$ cat config.mk
export PLATFORM = sky130hd
export DESIGN_NAME = wave_ctrl
export DESIGN_NICKNAME = d
export VERILOG_FILES = /design/src/rtl/wave_ctrl.sv
export SDC_FILE = /design/constraint.sdc
export NUM_CORES = 1
export LEC_CHECK = 0
export CAP_MARGIN = 20
export CORE_MARGIN = 5
export CORE_UTILIZATION = 55
export CTS_CLUSTER_SIZE = 24
export DETAILED_ROUTE_END_ITERATION = 8
export GPL_TIMING_DRIVEN = 0
export HOLD_SLACK_MARGIN = 0.08
export MAX_ROUTING_LAYER = met4
export PLACE_DENSITY = 0.86
export SYNTH_ARGS = -nofsm -noshare
export SYNTH_HDL_FRONTEND = slang
export SYNTH_SLANG_ARGS = --single-unit
$ cat constraint.sdc
create_clock -name clk -period 4.3 [get_ports clk]
set_clock_uncertainty 0.05 [all_clocks]
set_input_delay 0.43 -clock clk [delete_from_list [all_inputs] [get_ports clk]]
set_output_delay 0.43 -clock clk [all_outputs]
set_load 0.02 [all_outputs]
$ cat src/rtl/wave_ctrl.sv
// Wave channel register block and wave-RAM controller.
// Decodes CPU accesses to NR30..NR34 and the 16-byte wave RAM, holds the
// channel configuration, issues the trigger pulse and shares one RAM port
// between CPU accesses and playback fetches through a round-robin arbiter.
//
// Handshake: a requester raises *_req and holds it (with its address/data
// stable) until the matching *_ack pulse. The ack pulses for one cycle, two
// cycles after the request is seen in IDLE; the requester drops its req in
// the cycle after the ack. A req still high during its own ack cycle is
// ignored by the arbiter.
module wave_ctrl #(
    parameter logic [10:0] RESET_FREQ  = 11'd0,
    parameter bit          CPU_LOCKOUT = 1'b1
) (
    input  logic        clk,
    input  logic        reset,
    input  logic        cpu_req,
    input  logic        cpu_we,
    input  logic [7:0]  cpu_addr,
    input  logic [7:0]  cpu_wdata,
    output logic        cpu_ack,
    output logic [7:0]  cpu_rdata,
    input  logic        play_req,
    input  logic [4:0]  play_pos,
    output logic        play_ack,
    output logic [3:0]  play_sample,
    input  logic        chan_active,
    output logic        dac_en,
    output logic [1:0]  vol,
    output logic [7:0]  len_load,
    output logic        len_enable,
    output logic [10:0] freq,
    output logic        trigger,
    output logic [1:0]  dbg_state
);

    typedef enum logic [1:0] {
        IDLE       = 2'd0,
        GRANT_CPU  = 2'd1,
        GRANT_PLAY = 2'd2
    } arb_state_t;

    // last_grant encoding: 0 = PLAY, 1 = CPU
    localparam logic LG_PLAY = 1'b0;
    localparam logic LG_CPU  = 1'b1;

    arb_state_t  state_q;
    logic        last_grant_q;
    logic        cpu_ack_q;
    logic        play_ack_q;
    logic [7:0]  cpu_rdata_q;
    logic [3:0]  play_sample_q;
    logic [3:0]  play_byte_q;
    logic        dac_en_q;
    logic [1:0]  vol_q;
    logic [7:0]  len_load_q;
    logic        len_enable_q;
    logic [10:0] freq_q;
    logic        trigger_q;

    logic [7:0]  wave_mem [16];

    logic        cpu_go;
    logic        play_go;
    logic        wave_hit;
    logic [3:0]  cpu_byte;
    logic [7:0]  play_byte;
    logic [3:0]  play_sample_d;
    logic [7:0]  rdata_d;

    // Request qualification, address redirection and read-data mux
    always_comb begin
        cpu_go   = cpu_req && !cpu_ack_q;
        play_go  = play_req && !play_ack_q;
        wave_hit = (cpu_addr[7:4] == 4'h3);
        // While the channel plays, the CPU only reaches the byte being played
        cpu_byte = ((CPU_LOCKOUT != 1'b0) && chan_active) ? play_byte_q : cpu_addr[3:0];
        play_byte = wave_mem[play_pos[4:1]];
        // Even samples live in the high nibble
        play_sample_d = play_pos[0] ? play_byte[3:0] : play_byte[7:4];
        rdata_d = 8'hFF;
        if (wave_hit) begin
            rdata_d = wave_mem[cpu_byte];
        end else begin
            case (cpu_addr)
                8'h1A:   rdata_d = {dac_en_q, 7'h7F};
                8'h1C:   rdata_d = {1'b1, vol_q, 5'h1F};
                8'h1E:   rdata_d = {1'b1, len_enable_q, 6'h3F};
                default: rdata_d = 8'hFF;
            endcase
        end
    end

    // Wave RAM write port; contents survive reset
    always_ff @(posedge clk) begin
        if (!reset && state_q == GRANT_CPU && cpu_we && wave_hit) begin
            wave_mem[cpu_byte] <= cpu_wdata;
        end
    end

    // Arbiter FSM with register file, acks and trigger pulse
    always_ff @(posedge clk or posedge reset) begin
        if (reset) begin
            state_q       <= IDLE;
            last_grant_q  <= LG_PLAY;
            cpu_ack_q     <= 1'b0;
            play_ack_q    <= 1'b0;
            cpu_rdata_q   <= 8'h00;
            play_sample_q <= 4'h0;
            play_byte_q   <= 4'h0;
            dac_en_q      <= 1'b0;
            vol_q         <= 2'b00;
            len_load_q    <= 8'h00;
            len_enable_q  <= 1'b0;
            freq_q        <= RESET_FREQ;
            trigger_q     <= 1'b0;
        end else begin
            cpu_ack_q  <= 1'b0;
            play_ack_q <= 1'b0;
            trigger_q  <= 1'b0;
            case (state_q)
                IDLE: begin
                    if (cpu_go && (!play_go || last_grant_q == LG_PLAY)) begin
                        state_q <= GRANT_CPU;
                    end else if (play_go) begin
                        state_q <= GRANT_PLAY;
                    end
                end
                GRANT_CPU: begin
                    state_q      <= IDLE;
                    last_grant_q <= LG_CPU;
                    cpu_ack_q    <= 1'b1;
                    cpu_rdata_q  <= rdata_d;
                    if (cpu_we && !wave_hit) begin
                        case (cpu_addr)
                            8'h1A: dac_en_q   <= cpu_wdata[7];
                            8'h1B: len_load_q <= cpu_wdata;
                            8'h1C: vol_q      <= cpu_wdata[6:5];
                            8'h1D: freq_q[7:0] <= cpu_wdata;
                            8'h1E: begin
                                freq_q[10:8] <= cpu_wdata[2:0];
                                len_enable_q <= cpu_wdata[6];
                                trigger_q    <= cpu_wdata[7] & dac_en_q;
                            end
                            default: ;
                        endcase
                    end
                end
                GRANT_PLAY: begin
                    state_q       <= IDLE;
                    last_grant_q  <= LG_PLAY;
                    play_ack_q    <= 1'b1;
                    play_sample_q <= play_sample_d;
                    play_byte_q   <= play_pos[4:1];
                end
                default: state_q <= IDLE;
            endcase
        end
    end

    assign cpu_ack     = cpu_ack_q;
    assign cpu_rdata   = cpu_rdata_q;
    assign play_ack    = play_ack_q;
    assign play_sample = play_sample_q;
    assign dac_en      = dac_en_q;
    assign vol         = vol_q;
    assign len_load    = len_load_q;
    assign len_enable  = len_enable_q;
    assign freq        = freq_q;
    assign trigger     = trigger_q;
    assign dbg_state   = state_q;

endmodule
==> run_results.csv <==
group,metric,value,unit
outcome,status,"finished clean",
pwr,leakagePower,3.39,nW
floorplanning,fp.coreArea,14500,um^2
worst_setup_path,critPathMaxStageDelay,0.79,ns
clock_network,post_cts_resized,0,
clock_network,postCtsSetupBuffers,0,
grt,grt_first_pass_wirelength,39900,um
floorplanning,io_pins,67,
placed_design,dp_hpwl,18600,um
detailed_routing,ant_nets,0,
detailed_routing,vias,6632,
detailed_routing,via_per_inst,7.11,
finish,n_antenna_cell,0,
yosys,synth_top_area_share,47.4,%
placed_design,io_buffers,65,
yosys,synth_top_flop_cell,"edfxtp_1",
yosys,synth-seq-area-share,61.3,%
yosys,syn_inst,639,
run,maxCapViolCount,0,
finish,area_delta_synth_final,19.7,%
detailed_routing,dr.first_iter.drc_count,1331,
worst_setup_path,cpMaxStageDelayCell,"nor3_1",
worst_setup_path,startpoint_type,"register",
clock_network,clkLatencyLatePin,0.44,ns
worst_setup_path,path_cells,"inv_1 -> ha_1 -> nand2_1 -> or3_1 -> clkbuf_1 -> clkbuf_1 -> nor3_1 -> buf_4",
finish,utilization,67.0,%
sta,layout_setup_ws,0.971,ns
sta,hold_violations,0,
detailed_routing,post-route-drc-count,0,
finish,post_route_cells_drive_above_1_share,13.5,%
floorplanning,die_h,131,um
worst_hold_path,min_path_type,"in -> async",
grt,antenna_found_initial,0,
placed_design,gp_congestion,0.977,
detailed_routing,dr.pass1.iters,7,
floorplanning,rows,44,
worst_setup_path,rrSetupSlack,0.97,ns
sta,setup_viol,0,
worst_setup_path,crit_top_cell,"clkbuf_1",
worst_setup_path,crit_fanout,10,
sta,period_needed,3.33,ns
sta,tightest_slew,1.16,ns
yosys,synth_area,8110,um^2
yosys,yosysUniqueCellTypes,41,
clock_network,cts-root-buf,"clkbuf_16",
detailed_routing,totalWireLength,27100,um
sta,slew_viol_final,0,
yosys,synth_edf_count,128,
sta,max_freq,0.300,GHz
yosys,ys_seq_elements,173,
clock_network,hold_buffers,0,
floorplanning,start_util,56.0,%
grt,grt_pass1_vias,6487,
sta,fin_crit_sh,77.4,%
yosys,synth.top_cells.by_area,"edfxtp_1 47%, dfrtp_1 14%, mux2i_1 8.0%, o21ai_0 8.0%, mux2_2 4.0%",
worst_setup_path,path_class,"reg -> reg",
yosys,synth.net_count,669,
pwr,vdd_drop_max,0.337,mV
yosys,yosysTopAreaCell,"edfxtp_1",
worst_setup_path,r2r_cells,8,
sta,tns,0,ns
grt,grt_max_degree,46,
clock_network,cts.path.max_buffers,2,
pwr,power.density,455,nW/um^2
grt,grt-ovfl-total,0,
clock_network,cts_buffers,17,
pwr,total_power,0.00441,W
floorplanning,die_area,17300,um^2
yosys,avgSynthCellArea,12.7,um^2
worst_setup_path,arrival,3.42,ns
finish,nets,766,
finish,n_fill_cell,1056,
placed_design,pre_cts_ws,0.735,ns
grt,grt_usage,31.9,%
yosys,yosys_warnings,0,
sta,rsz0062_at_grt,"false",
clock_network,cts_tree,"built",
clock_network,cts_sinks,173,
worst_setup_path,end_kind,"register",
yosys,postSynth.asyncResetShare,26.0,%
floorplanning,die_w,131,um
worst_setup_path,worst_ep_required_time,4.40,ns
clock_network,ctsHtreeMaxLevel,4,
sta,relSlewSlack,22.5,%
detailed_routing,wl_per_cell,29.1,um
clock_network,cts.clk_slew.worst_paths,0.07,ns
-- worst max-delay path, delay by kind of cell (launching register included) --
family | cells | cell delay [ns]
DFF | 1 | 0.43
buffers and inverters | 4 | 0.95
adders and majority gates | 1 | 0.28
and+or+nand+nor | 3 | 1.32
-- power by group --
| group | switching, W | internal, W | leakage, nW | total (W) |
|---|---|---|---|---|
| sequential | 0.0000636 | 0.00188 | 1.71 | 0.00194 |
| clock | 0.000639 | 0.000826 | 0.286 | 0.00147 |
| combinational | 0.000658 | 0.000349 | 1.39 | 0.00101 |
| total | 0.00136 | 0.00305 | 3.39 | 0.00441 |
-- synth_stat cells (5+ instances only) --
| cell | n |
|---|---|
| a21oi_1 | 23 |
| a22oi_1 | 32 |
| a41oi_1 | 32 |
| buf_2 | 12 |
| clkbuf_1 | 37 |
| dfrtp_1 | 45 |
| edfxtp_1 | 128 |
| inv_1 | 8 |
| mux2_2 | 29 |
| mux2i_1 | 65 |
| nand2_1 | 7 |
| nor2_1 | 14 |
| nor2b_1 | 5 |
| nor3_1 | 18 |
| nor4_1 | 13 |
| o21ai_0 | 129 |
-- layout make-up --
class                      instances  area, um^2  share of cell area (%)
buffer                            50         203                    2.09
clock buffer                      23         497                    5.12
clock inverter                     9        71.3                   0.735
inverter                           8        30.0                   0.309
multi-input combinational        408        2940                    30.2
sequential                       173        4970                    51.2
tap                              184         230                    2.37
timing repair buffer              78         768                    7.92
-- metrics by stage --
stage / hold slack (ns) / std cells / area (um^2)
6_report: 0.275 / 933 / 9700
5_1_grt: 0.306 / 933 / 9700
4_1_cts: 0.466 / 932 / 9680
3_5_place_dp: 0.445 / 900 / 9120
3_3_place_gp: 0.438 / 888 / 8990
2_1_floorplan: 0.444 / 639 / 8110
-- routing by layer --
metal / part of all wire (%) / track usage (%) / routed length [um]
met3: 12 / 8.22 / 3330
met5: 0 / - / 0
met1: 38 / 42.4 / 10300
met4: 5.1 / 14.4 / 1390
met2: 45 / 46.3 / 12100
-- sequential cells by signal, summed over array words and instances (netlist names), 2 cells and up --
| register | flops |
|---|---|
| cpu_rdata | 8 |
| dbg_state | 2 |
| play_byte_q | 4 |
| wave_mem | 128 |
| vol | 2 |
| freq | 11 |
| len_load | 8 |
| play_sample | 4 |
-- logic make-up after synthesis --
logic type	after synthesis	synth area share, %
compound gates	226	16.7
buf+inv	58	2.87
flops	173	61.3
mux	95	12.2
simple gates	84	6.44
fa+ha+maj	3	0.463
-- cell usage in the layout, fill, tap and decap left out, types with 5 or more instances in the layout --
master	instances
nand2_1	7
dfrtp_1	45
o21ai_0	129
buf_2	12
mux2i_1	65
clkbuf_1	38
nor2b_1	5
clkdlybuf4s50_1	65
mux2_2	29
nor4_1	13
nor3_1	12
a22oi_1	32
buf_4	10
inv_1	7
nor3_2	7
a41oi_1	32
edfxtp_1	128
a21oi_1	23
clkbuf_16	18
nor2_1	14
-- worst paths after layout --
check / from / to
min reg2reg: freq[7] / freq[7]
min in group clk: freq[7] / freq[7]
max in group asynchronous: reset / len_load[3]
min: reset / play_sample[1]
max reg2reg: dbg_state[1] / wave_mem[15][3]
max: dbg_state[1] / wave_mem[15][3]
No activity file was read; power rests on OpenSTA's default activity.
